### config.mk
export PLATFORM = sky130hd
export DESIGN_NAME = neuron_stream_driver_flat
export DESIGN_NICKNAME = d
export VERILOG_FILES = /design/src/rtl/neuron_stream_driver_if.sv /design/src/rtl/neuron_stream_driver.sv /design/src/flat_wrapper.sv
export SDC_FILE = /design/constraint.sdc
export NUM_CORES = 1
export LEC_CHECK = 0
export CAP_MARGIN = 25
export CORE_MARGIN = 2
export CORE_UTILIZATION = 57
export DETAILED_ROUTE_END_ITERATION = 8
export PLACE_DENSITY = 0.95
export SYNTH_ARGS = -nofsm -noshare
export SYNTH_HDL_FRONTEND = slang
export SYNTH_SLANG_ARGS = --single-unit
### constraint.sdc
create_clock -name clk -period 4 [get_ports clk]
set_input_delay 1.2 -clock clk [delete_from_list [all_inputs] [get_ports clk]]
set_output_delay 1.2 -clock clk [all_outputs]
set_load 0.01 [all_outputs]
### src/rtl/neuron_stream_driver_if.sv
// Byte-wide valid/ready stream from the chip pins into neuron_stream_driver.
// The master drives bytes; the slave (the driver) reports when it can take one.
interface neuron_stream_driver_if;
  logic [7:0] data_in;
  logic       data_valid;
  logic       data_ready;

  modport master (output data_in, output data_valid, input data_ready);
  modport slave  (input data_in, input data_valid, output data_ready);
endinterface

### src/rtl/neuron_stream_driver.sv
// Command/payload byte decoder that loads a neuron_lif's weights, inputs and
// parameters atomically, runs it for N timesteps and counts the spikes it emits.
module neuron_stream_driver #(
  parameter int SYNAPSES       = 32,
  parameter int THRESHOLD_BITS = $clog2(SYNAPSES) + 1
) (
  input  logic                      clk,
  input  logic                      reset,
  neuron_stream_driver_if.slave     stream,
  output logic [SYNAPSES-1:0]       weights,
  output logic [SYNAPSES-1:0]       inputs,
  output logic [2:0]                shift,
  output logic [3:0]                batchnorm_factor,
  output logic [THRESHOLD_BITS-1:0] threshold,
  output logic                      neuron_enable,
  output logic                      neuron_reset,
  input  logic                      neuron_spike,
  output logic [7:0]                spike_count,
  output logic                      busy,
  output logic                      cmd_error
);

  localparam int NBYTES   = SYNAPSES / 8;
  // PARAMS needs two bytes of shadow even when SYNAPSES is only 8.
  localparam int SHADOW_W = (SYNAPSES < 16) ? 16 : SYNAPSES;

  localparam logic [1:0] S_IDLE    = 2'd0;
  localparam logic [1:0] S_PAYLOAD = 2'd1;
  localparam logic [1:0] S_RUN     = 2'd2;

  localparam logic [7:0] OP_WEIGHTS = 8'h01;
  localparam logic [7:0] OP_INPUTS  = 8'h02;
  localparam logic [7:0] OP_PARAMS  = 8'h03;
  localparam logic [7:0] OP_RUN     = 8'h04;
  localparam logic [7:0] OP_CLEAR   = 8'h05;

  logic [1:0]          state;
  logic [7:0]          opcode;
  logic [3:0]          byte_cnt;
  logic [SHADOW_W-1:0] shadow;
  logic [7:0]          run_left;

  logic                accept;
  logic [3:0]          payload_len;
  logic                last_byte;
  logic [SHADOW_W-1:0] shadow_next;

  // NOTE: every signal written in an always_comb gets a default first, so no
  // path through the block can leave it unassigned and infer a latch.
  always_comb begin
    busy              = (state == S_RUN);
    neuron_enable     = busy;
    stream.data_ready = !reset && !busy;
    accept            = stream.data_valid && stream.data_ready;

    payload_len = 4'd1;
    case (opcode)
      OP_WEIGHTS, OP_INPUTS: payload_len = 4'(NBYTES);
      OP_PARAMS:             payload_len = 4'd2;
      default:               payload_len = 4'd1;
    endcase
    last_byte = (byte_cnt == payload_len - 4'd1);

    // Shadow with the byte on the bus merged in: the value a commit publishes.
    shadow_next = shadow;
    shadow_next[int'(byte_cnt) * 8 +: 8] = stream.data_in;
  end

  // NOTE: sequential state uses non-blocking assignments only, so every
  // register samples pre-edge values regardless of statement order.
  always_ff @(posedge clk) begin
    if (reset) begin
      state            <= S_IDLE;
      opcode           <= 8'h00;
      byte_cnt         <= 4'd0;
      // NOTE: the shadow is cleared too, so a payload cut off by reset can
      // never leak into a later commit.
      shadow           <= '0;
      run_left         <= 8'd0;
      weights          <= '0;
      inputs           <= '0;
      shift            <= 3'd0;
      batchnorm_factor <= 4'b0100;
      threshold        <= '0;
      neuron_reset     <= 1'b0;
      spike_count      <= 8'd0;
      cmd_error        <= 1'b0;
    end else begin
      neuron_reset <= 1'b0;
      if (neuron_enable && neuron_spike && spike_count != 8'hFF)
        spike_count <= spike_count + 8'd1;

      case (state)
        S_IDLE: begin
          if (accept) begin
            case (stream.data_in)
              OP_WEIGHTS, OP_INPUTS, OP_PARAMS, OP_RUN: begin
                opcode   <= stream.data_in;
                byte_cnt <= 4'd0;
                state    <= S_PAYLOAD;
              end
              OP_CLEAR: neuron_reset <= 1'b1;
              default:  cmd_error    <= 1'b1;
            endcase
          end
        end

        S_PAYLOAD: begin
          if (accept) begin
            shadow   <= shadow_next;
            byte_cnt <= byte_cnt + 4'd1;
            if (last_byte) begin
              state <= S_IDLE;
              case (opcode)
                OP_WEIGHTS: weights <= shadow_next[SYNAPSES-1:0];
                OP_INPUTS:  inputs  <= shadow_next[SYNAPSES-1:0];
                OP_PARAMS: begin
                  shift            <= shadow_next[2:0];
                  batchnorm_factor <= shadow_next[6:3];
                  threshold        <= stream.data_in[THRESHOLD_BITS-1:0];
                end
                OP_RUN: begin
                  spike_count <= 8'd0;
                  run_left    <= stream.data_in;
                  if (stream.data_in != 8'd0)
                    state <= S_RUN;
                end
                default: ;
              endcase
            end
          end
        end

        S_RUN: begin
          run_left <= run_left - 8'd1;
          if (run_left == 8'd1)
            state <= S_IDLE;
        end

        default: state <= S_IDLE;
      endcase
    end
  end

endmodule

### src/flat_wrapper.sv
// flat-port wrapper written by rule: the top's interface ports become plain ports
module neuron_stream_driver_flat 
#(
  parameter int SYNAPSES       = 32,
  parameter int THRESHOLD_BITS = $clog2(SYNAPSES) + 1
)
  (clk, reset, weights, inputs, shift, batchnorm_factor, threshold, neuron_enable, neuron_reset, neuron_spike, spike_count, busy, cmd_error, stream_data_in, stream_data_valid, stream_data_ready);
  neuron_stream_driver_if stream_i ();
  input  logic clk;
  input  logic reset;
  output logic [SYNAPSES-1:0] weights;
  output logic [SYNAPSES-1:0] inputs;
  output logic [2:0] shift;
  output logic [3:0] batchnorm_factor;
  output logic [THRESHOLD_BITS-1:0] threshold;
  output logic neuron_enable;
  output logic neuron_reset;
  input  logic neuron_spike;
  output logic [7:0] spike_count;
  output logic busy;
  output logic cmd_error;
  input wire logic [$bits(stream_i.data_in)-1:0] stream_data_in;
  input wire logic [$bits(stream_i.data_valid)-1:0] stream_data_valid;
  output wire logic [$bits(stream_i.data_ready)-1:0] stream_data_ready;
  assign stream_i.data_in = stream_data_in;
  assign stream_i.data_valid = stream_data_valid;
  assign stream_data_ready = stream_i.data_ready;
  neuron_stream_driver #(.SYNAPSES(SYNAPSES), .THRESHOLD_BITS(THRESHOLD_BITS)) u_core (.clk(clk), .reset(reset), .stream(stream_i), .weights(weights), .inputs(inputs), .shift(shift), .batchnorm_factor(batchnorm_factor), .threshold(threshold), .neuron_enable(neuron_enable), .neuron_reset(neuron_reset), .neuron_spike(neuron_spike), .spike_count(spike_count), .busy(busy), .cmd_error(cmd_error));
endmodule
After elaboration in Yosys (flattened, before gate mapping)
Index checks and enable logic that the tools add are counted.
{ "classes": {"addsub": 5, "n_mul": 0, "n_div": 0, "magnitude_cmp": 0, "eq_ne": 20, "shifts": 2, "mux": 24, "bitwise_logic": 3, "reduce_logical": 23} }
{ "op_table": {"columns": ["op", "n"], "rows": [
  ["2-to-1 mux 8 bit", 8],
  ["negator 7 -> 33 bit", 1],
  ["variable shift 8 x 33 -> 32 bit (first input constant)", 1],
  ["indexed part select 8 x 33 -> 32 bit", 1],
  ["bitwise mux 32 bit", 1],
  ["== test 8 x 2 -> 1 bit (second input constant)", 4],
  ["== test 8 x 1 -> 1 bit (second input constant)", 3],
  ["== test 8 x 3 -> 1 bit (second input constant)", 3],
  ["AND reduction 4 bit", 5],
  ["case mux 8 bit (2 select lines)", 1],
  ["2-to-1 mux 2 bit", 7],
  ["2-to-1 mux 4 bit", 3],
  ["adder 8 x 1 -> 8 bit (second input constant)", 1],
  ["inequality test 2 x 1 -> 1 bit (second input constant)", 4],
  ["inequality test 8 bit (second input constant)", 1],
  ["case mux 4 bit (2 select lines)", 1],
  ["nonzero test 8 bit", 1],
  ["subtractor 8 x 1 -> 8 bit (second input constant)", 1],
  ["case mux 2 bit (3 select lines)", 1],
  ["case mux 3 bit (2 select lines)", 1],
  ["AND reduction 3 bit", 2],
  ["AND reduction 5 bit", 1],
  ["OR reduction 5 bit", 1],
  ["adder 4 x 1 -> 4 bit (second input constant)", 1],
  ["15 further kinds", 23]
]} }
{ "word_totals": {"register_bits": 141, "latchBits": 0, "ramBits": 0, "mem_bits_ro": 0, "inputBits": 12, "memories": 0} }

Longest topological paths before layout
Gate-level depths: netlist of the first run.
{ "depth": {"depth_word": 8, "ltp_mapped": 9, "depth_no_buf": 7} }

Worst setup path before layout of the first run
Ideal clock, no wire load.
{ "synth_timing": {"path_type": "in2out", "startpoint": "in reset", "endpoint": "out stream_data_ready", "arrival_time_ns": 2.022, "required_ns": 2.800, "setup_slack_ns": 0.778, "path_stages": 4, "path_buffers": 3, "cell_sequence": "buf_2 clkbuf_1 clkbuf_1 nor2_1"} }
{ "synth_between": {"elab_chain_len": 2} }
{ "synth_lines": {"columns": ["item", "line_no", "text"], "rows": [
  ["start, declared", "flat_wrapper.sv:10", "input logic reset;"],
  ["logical NOT 1 bit", "neuron_stream_driver.sv:53", "stream.data_ready = !reset && !busy;"],
  ["logical AND 1 bit", "neuron_stream_driver.sv:53", null],
  ["end, declared", "flat_wrapper.sv:24", "output wire logic [$bits(stream_i.data_ready)-1:0] stream_data_ready;"]
]} }
No other way between the ends.

Worst setup path after layout of the first run
{ "layout_timing": {"startpoint": "reg u_core.state[0]", "endpoint": "out stream_data_ready"} }
{ "layout_between": {"elab_chain_len": 3} }
{ "layout_lines": {"columns": ["item", "line_no", "text"], "rows": [
  ["start, declared", "neuron_stream_driver.sv:37", "logic [1:0] state;"],
  ["start signal, assigned", "neuron_stream_driver.sv:73", "state <= S_IDLE;"],
  ["start signal, assigned", "neuron_stream_driver.sv:100", "state <= S_PAYLOAD;"],
  ["start signal, assigned", "neuron_stream_driver.sv:113", "state <= S_IDLE;"],
  ["== test 2 bit", "neuron_stream_driver.sv:51", "busy = (state == S_RUN);"],
  ["logical NOT 1 bit", "neuron_stream_driver.sv:53", null],
  ["logical AND 1 bit", "neuron_stream_driver.sv:53", null]
]} }
No other way between the ends.

==> flow_metrics.tcl, run 1 <==
set metrics [dict create \
    outcome "finished, final reports clean" \
    setup_viol_count_final 0 \
    clock_tree.root_cell "sky130_fd_sc_hd__clkbuf_8" \
    synth.ff_latch_count 141 \
    setup_slack_ns 0.6858 \
    critPathBufInv 2 \
    die_height_um 106.5 \
    gr_ovfl_total 0 \
    placement.io_buffers 101 \
    power.ir.vdd_worst_mv 0.2254 \
    slew_headroom_pct 32.15 \
    worstHoldPathCells 1 \
    worstHoldPathType "reg -> reg" \
    placeableCoreArea_um2 10280 \
    sort_of_element_at_the_end_of_the_critical_path "output pin" \
    placed_cell_area_um2 7063 \
    worstRegToRegCells 7 \
    diodes_inserted 0 \
    ys_warns 0 \
    timing.critical_path.fanout_max 11 \
    timing.critical_path.slowest_stage_cell "sky130_fd_sc_hd__clkdlybuf4s50_1" \
    timing_max_transition_violations_final 0 \
    use_met1_pct 34.38 \
    syn-instance-count 645 \
    cts-hold-fix-buffers 0 \
    postCtsResizedCells 0 \
    clk_transition_reported_paths_ns 0.06 \
    path_cells "nand2b_1 -> inv_2 -> nor2_1 -> clkdlybuf4s50_1" \
    detail_route.iter0.violations 334 \
    timing.critical_path.slowest_cell_delay_ns 0.55 \
    die_width_um 106.5 \
    worstPathArrival_ns 2.11 \
    final_cell_area_um2 7655 \
    grtUsageMet3_pct 7.664 \
    cts_post_setup_buffers_inserted 0 \
    pin_count_of_the_biggest_net_entering_global_routing 95 \
    worst-r2r-setup-slack_ns 0.89 \
    cts_max_path_buffers 2 \
    hpwl_um 10130 \
    num_vias 5270 \
    final_estimated_routing_congestion_in_global_placement 0.8914 \
    power_report.internal_total_mw 2.374 \
    std_cell_rows 37 \
    fin_total_pwr_mw 3.036 \
    total_switching_power_mw 0.6621 \
    drv_cap 0 \
    design.final.nets 748 \
    layout.core_utilization_pct 74.48 \
    start_util_pct 58.23 \
    p_seq_share_pct 46.3 \
    setup.worst_path.start_class "flop" \
    synth-main-ff-cell "sky130_fd_sc_hd__dfxtp_1" \
    timing.final.crit_share_pct 82.86 \
    grt.met2_usage_pct 45.10 \
    globalRouteTotalUtil_pct 27.77 \
    clock-skew-final_ns 0.006449 \
    synth.distinct_cells 54 \
    syn_avg_cell_area_um2 9.278 \
    postSynthNetCount 663 \
    htree_levels 4 \
    antenna_found_initial 0 \
    yosysSeqAreaShare_pct 47.17 \
    cellLeakagePower_nw 2.989 \
    grt_pass1_vias 5094 \
    design.portCount 102 \
    powerDensity_nw_per_um2 396.6 \
    global_route.peak_usage_layer "met2" \
    pre_cts_slack_ns 0.5310 \
    portion_of_total_power_attributed_to_combinational_logic_pct 2.6 \
    via_per_inst 5.995 \
    setup-tns-final_ns 0 \
    area_growth_syn_to_layout_pct 27.91 \
    route.detailed.wl_per_inst_um 17.42 \
    detail_route.first_pass.iterations 5 \
    post_synth_instance_area_um2 5984 \
    pwr-share-clk_pct 51.1 \
    sw_frac_of_total_pct 21.81 \
    cp_data_required_time_ns 2.80 \
    grt_pass1_wl_um 24940 \
    synth-edff-count 0 \
    share_of_post_route_cells_with_drive_strength_above_1_pct 7.402 \
    path_delay_family "buffers and inverters" \
    tritoncts_num_sinks 141 \
    crit_type "reg -> out" \
    hold_viol_final 0 \
    critical_path_depth 4 \
    die_area_um2 11330 \
    post-route-drc-count 0 \
    postSynth.asyncResetShare_pct 0 \
    max_clock_freq_mhz 301.7 \
    cts_tree "done" \
    tritoncts.num_buffers 17 \
    period_minus_slack_ns 3.314 \
    postRouteWirelength_um 15310 \
    grt_setup_unrepaired "no" \
    antenna_violating_nets_post_route 0 \
    clk_latency_ns 0.53 \
    tightest_slew_ns 1.002 \
]
-- metal layers --
layer  part of all wire, %  vias to the layer above  routed length (um)
met1                    42                     2521                6367
met5                     0                        -                   0
met4                   2.7                        0                 413
met3                   7.0                       39                1077
li1                      -                     2466                   -
met2                    49                      244                7455
-- synthesized netlist by cell type, types with 2 or more instances --
master | instances | share of area [%]
sky130_fd_sc_hd__a211oi_1 | 75 | 9.4
sky130_fd_sc_hd__a21oi_1 | 15 | 1.3
sky130_fd_sc_hd__a31oi_1 | 3 | 0.31
sky130_fd_sc_hd__and2_1 | 16 | 1.7
sky130_fd_sc_hd__and3_1 | 5 | 0.52
sky130_fd_sc_hd__and3b_1 | 2 | 0.29
sky130_fd_sc_hd__buf_2 | 10 | 0.84
sky130_fd_sc_hd__buf_4 | 5 | 0.63
sky130_fd_sc_hd__buf_6 | 3 | 0.56
sky130_fd_sc_hd__clkbuf_1 | 30 | 1.9
sky130_fd_sc_hd__dfxtp_1 | 141 | 47
sky130_fd_sc_hd__ha_1 | 6 | 1.3
sky130_fd_sc_hd__inv_1 | 13 | 0.82
sky130_fd_sc_hd__mux2i_1 | 75 | 13
sky130_fd_sc_hd__nand2_1 | 14 | 0.88
sky130_fd_sc_hd__nand2b_1 | 2 | 0.21
sky130_fd_sc_hd__nand3_1 | 15 | 1.3
sky130_fd_sc_hd__nand4_1 | 5 | 0.52
sky130_fd_sc_hd__nor2_1 | 141 | 8.8
sky130_fd_sc_hd__nor2b_1 | 3 | 0.31
sky130_fd_sc_hd__nor3_1 | 9 | 0.75
sky130_fd_sc_hd__nor3b_1 | 2 | 0.25
sky130_fd_sc_hd__nor4_1 | 3 | 0.31
sky130_fd_sc_hd__nor4b_1 | 4 | 0.59
sky130_fd_sc_hd__o21ai_0 | 2 | 0.17
sky130_fd_sc_hd__o22ai_1 | 2 | 0.21
sky130_fd_sc_hd__o31ai_1 | 2 | 0.25
sky130_fd_sc_hd__o32ai_1 | 4 | 0.59
sky130_fd_sc_hd__or3_1 | 3 | 0.31
sky130_fd_sc_hd__or4_1 | 3 | 0.38
sky130_fd_sc_hd__xnor2_1 | 6 | 0.88
sky130_fd_sc_hd__xor2_1 | 4 | 0.59
-- per-stage QoR --
step	hold WS, ns	instances
after detailed placement	0.4454	847
after global routing	0.4915	879
after CTS	0.4636	879
after floorplan	0.4305	645
final	0.4580	879
after global placement	0.4470	847
-- power by group through the flow --
stage / registers [mW] / clock network [mW] / logic, mW
CTS: 1.41 / 1.56 / 0.0772
floorplan: 1.44 / 0 / 0.0389
global placement: 1.44 / 0 / 0.0745
global route: 1.41 / 1.64 / 0.0835
finish: 1.41 / 1.55 / 0.0794
detailed placement: 1.44 / 0 / 0.0762
-- sequential cells by signal, summed over array words and instances, names as in the netlist --
register and cells:
u_core.inputs 32, u_core.shadow 32, u_core.weights 32, u_core.opcode 8
u_core.run_left 8, u_core.spike_count 8, u_core.threshold 6, u_core.batchnorm_factor 4
u_core.byte_cnt 4, u_core.shift 3, u_core.state 2, u_core.cmd_error 1
u_core.neuron_reset 1
-- final cells by class --
| type | count | area, um2 |
|---|---|---|
| clock inverter | 11 | 132.6 |
| fill | 685 | 2623 |
| clock buffer | 21 | 459.2 |
| inverter | 15 | 56.30 |
| multi-input combinational | 441 | 2883 |
| tap | 136 | 170.2 |
| sequential | 141 | 2823 |
| timing repair buffer | 114 | 1131 |
-- cell usage in the layout, fill, tap and decap left out, drive strengths merged, types with 5 or more instances in the layout --
master	synthesis	layout
nand4	6	6
clkdlybuf4s50	0	100
buf	18	14
nor2	141	141
a211oi	75	75
a21oi	15	15
clkbuf	30	21
nor4	5	5
dfxtp	141	141
and2	16	16
nor3	9	9
inv	14	16
mux2i	75	75
ha	6	6
and3	5	5
nand2	15	15
nand3	15	15
xnor2	6	6
-- final timing paths --
check                             startpoint                            end
max             u_core.state[0]$_SDFFE_PP0P_              stream_data_ready
min            u_core.opcode[3]$_SDFFE_PP0P_  u_core.opcode[3]$_SDFFE_PP0P_
max reg2reg  u_core.byte_cnt[0]$_SDFFE_PP0P_  u_core.shadow[2]$_SDFFE_PP0P_
min reg2reg    u_core.opcode[3]$_SDFFE_PP0P_  u_core.opcode[3]$_SDFFE_PP0P_
-- kinds of logic (layout without fill, tap and decap cells) --
| kind of cell | after synthesis | in the layout | share of synthesized area, % |
|---|---|---|---|
| flip-flops | 141 | 141 | 47.17 |
| AO/OA/AOI/OAI | 114 | 114 | 13.97 |
| adder cells (fa/ha/maj) | 6 | 6 | 1.254 |
| XOR/XNOR | 10 | 10 | 1.463 |
| buffers and inverters | 63 | 161 | 4.851 |
| AND/OR/NAND/NOR | 235 | 235 | 18.57 |
| multiplexers | 76 | 76 | 12.73 |
No activity file was read; power rests on OpenSTA's default activity.
==> run 2: changes to the inputs <==
- CORE_UTILIZATION: 57 -> 48
- PLACE_DENSITY: 0.95 -> 0.86
- clock period: 4 -> 3 ns (I/O delays scaled with it)
==> flow_metrics.tcl, run 2 (synthesis gave the netlist of run 1 again) <==
set metrics [dict create \
    outcome "finished, final reports clean" \
    cts-hold-fix-buffers 0 \
    placement.io_buffers 101 \
    globalRouteTotalUtil_pct 23.41 \
    max_clock_freq_mhz 345.6 \
    timing_max_transition_violations_final 0 \
    route.detailed.wl_per_inst_um 16.65 \
    worstHoldPathType "reg -> reg" \
    setup_viol_count_final 0 \
    placeableCoreArea_um2 12110 \
    drv_cap 0 \
    period_minus_slack_ns 2.894 \
    powerDensity_nw_per_um2 524.1 \
    cellLeakagePower_nw 3.098 \
    detail_route.iter0.violations 454 \
    worstPathArrival_ns 1.99 \
    grt_setup_unrepaired "no" \
    std_cell_rows 40 \
    timing.final.crit_share_pct 96.45 \
    hpwl_um 10450 \
    final_estimated_routing_congestion_in_global_placement 0.8682 \
    timing.critical_path.slowest_stage_cell "sky130_fd_sc_hd__clkdlybuf4s50_1" \
    start_util_pct 49.41 \
    antenna_violating_nets_post_route 0 \
    tightest_slew_ns 0.9618 \
    htree_levels 4 \
    postRouteWirelength_um 15450 \
    share_of_post_route_cells_with_drive_strength_above_1_pct 9.605 \
    path_cells "nand2b_1 -> inv_2 -> nor2_1 -> clkdlybuf4s50_1" \
    setup.worst_path.start_class "flop" \
    num_vias 5198 \
    die_height_um 115.7 \
    grt_pass1_wl_um 24570 \
    clk_transition_reported_paths_ns 0.06 \
    tritoncts.num_buffers 17 \
    gr_ovfl_total 0 \
    power.ir.vdd_worst_mv 0.2641 \
    grt_pass1_vias 4982 \
    setup-tns-final_ns 0 \
    detail_route.first_pass.iterations 4 \
    layout_top_registers "u_core.inputs (32), u_core.shadow (32), u_core.weights (32)" \
    hold_viol_final 0 \
    die_area_um2 13380 \
    clock_tree.root_cell "sky130_fd_sc_hd__clkbuf_16" \
    post-route-drc-count 0 \
    design.final.nets 765 \
    cts_post_setup_buffers_inserted 0 \
    diodes_inserted 0 \
    fin_total_pwr_mw 4.127 \
    sort_of_element_at_the_end_of_the_critical_path "output pin" \
    clock-skew-final_ns 0.004615 \
    mostFrequentLayoutCells "141 x sky130_fd_sc_hd__nor2_1, 141 x sky130_fd_sc_hd__dfxtp_1, 100 x sky130_fd_sc_hd__clkdlybuf4s50_1, 75 x sky130_fd_sc_hd__mux2i_1, 75 x sky130_fd_sc_hd__a211oi_1" \
    postCtsResizedCells 0 \
    timing.critical_path.slowest_cell_delay_ns 0.54 \
    slew_headroom_pct 34.87 \
    tritoncts_num_sinks 141 \
    die_width_um 115.7 \
    cp_data_required_time_ns 2.10 \
    clk_latency_ns 0.42 \
    antenna_found_initial 0 \
    crit_type "reg -> out" \
    cts_tree "done" \
    via_per_inst 5.601 \
    pin_count_of_the_biggest_net_entering_global_routing 113 \
    timing.critical_path.fanout_max 11 \
    cts_max_path_buffers 2 \
    design.portCount 102 \
    area_growth_syn_to_layout_pct 31.59 \
]
[run 2: worst max-delay path, delay by kind of cell, from the launching register on]
kind | cells | cell delay [ns]
buffers and inverters | 2 | 0.73
flip-flops | 1 | 0.36
AND/OR/NAND/NOR | 2 | 0.48
[run 2: final cells by class]
type / instances / area (um2)
repair buffers: 131 / 1291
well taps: 168 / 210.2
flip-flops and latches: 141 / 2823
clock buffers: 21 / 480.5
multi-input cells: 441 / 2883
fillers: 960 / 4237
inverters: 15 / 56.30
clock inverters: 11 / 131.4
[run 2: worst paths after layout]
check / startpoint / to / slack, ns / depth (start not counted)
worst max register to register: u_core.byte_cnt[0]$_SDFFE_PP0P_ / u_core.shadow[6]$_SDFFE_PP0P_ / 0.26 / 7
worst min-delay path: u_core.opcode[3]$_SDFFE_PP0P_ / u_core.opcode[3]$_SDFFE_PP0P_ / 0.48 / 1
worst max-delay path: u_core.state[0]$_SDFFE_PP0P_ / stream_data_ready / 0.11 / 4
worst min register to register: u_core.opcode[3]$_SDFFE_PP0P_ / u_core.opcode[3]$_SDFFE_PP0P_ / 0.48 / 1
[run 2: report_power, final]
group	switching, mW	internal (mW)	total (mW)	leakage [nW]
Clock	0.818	1.32	2.14	0.298
Sequential	0.000916	1.87	1.87	1.14
Combinational	0.0721	0.0411	0.113	1.66
Total	0.891	3.24	4.13	3.10
[run 2: per-layer routing]
| layer | global-route usage (%) | share of wire (%) | vias up |
|---|---|---|---|
| li1 | - | - | 2507 |
| met1 | 30.20 | 45 | 2455 |
| met2 | 37.86 | 47 | 209 |
| met3 | 5.387 | 6.1 | 27 |
| met4 | 10.00 | 1.9 | 0 |
| met5 | 0 | 0 | - |
[run 2: through the flow]
step / hold slack (ns) / util (%) / instances / area [um2] / setup WS [ns]
2_1_floorplan: 0.4305 / - / 645 / 5984 / 0.3778
3_3_place_gp: 0.4455 / 59.74 / 895 / 7236 / 0.06952
3_5_place_dp: 0.4628 / 59.74 / 895 / 7236 / 0.002512
4_1_cts: 0.4823 / 64.79 / 927 / 7848 / 0.1193
5_1_grt: 0.4912 / 65.02 / 928 / 7875 / 0.02088
6_report: 0.4775 / 65.02 / 928 / 7875 / 0.1064
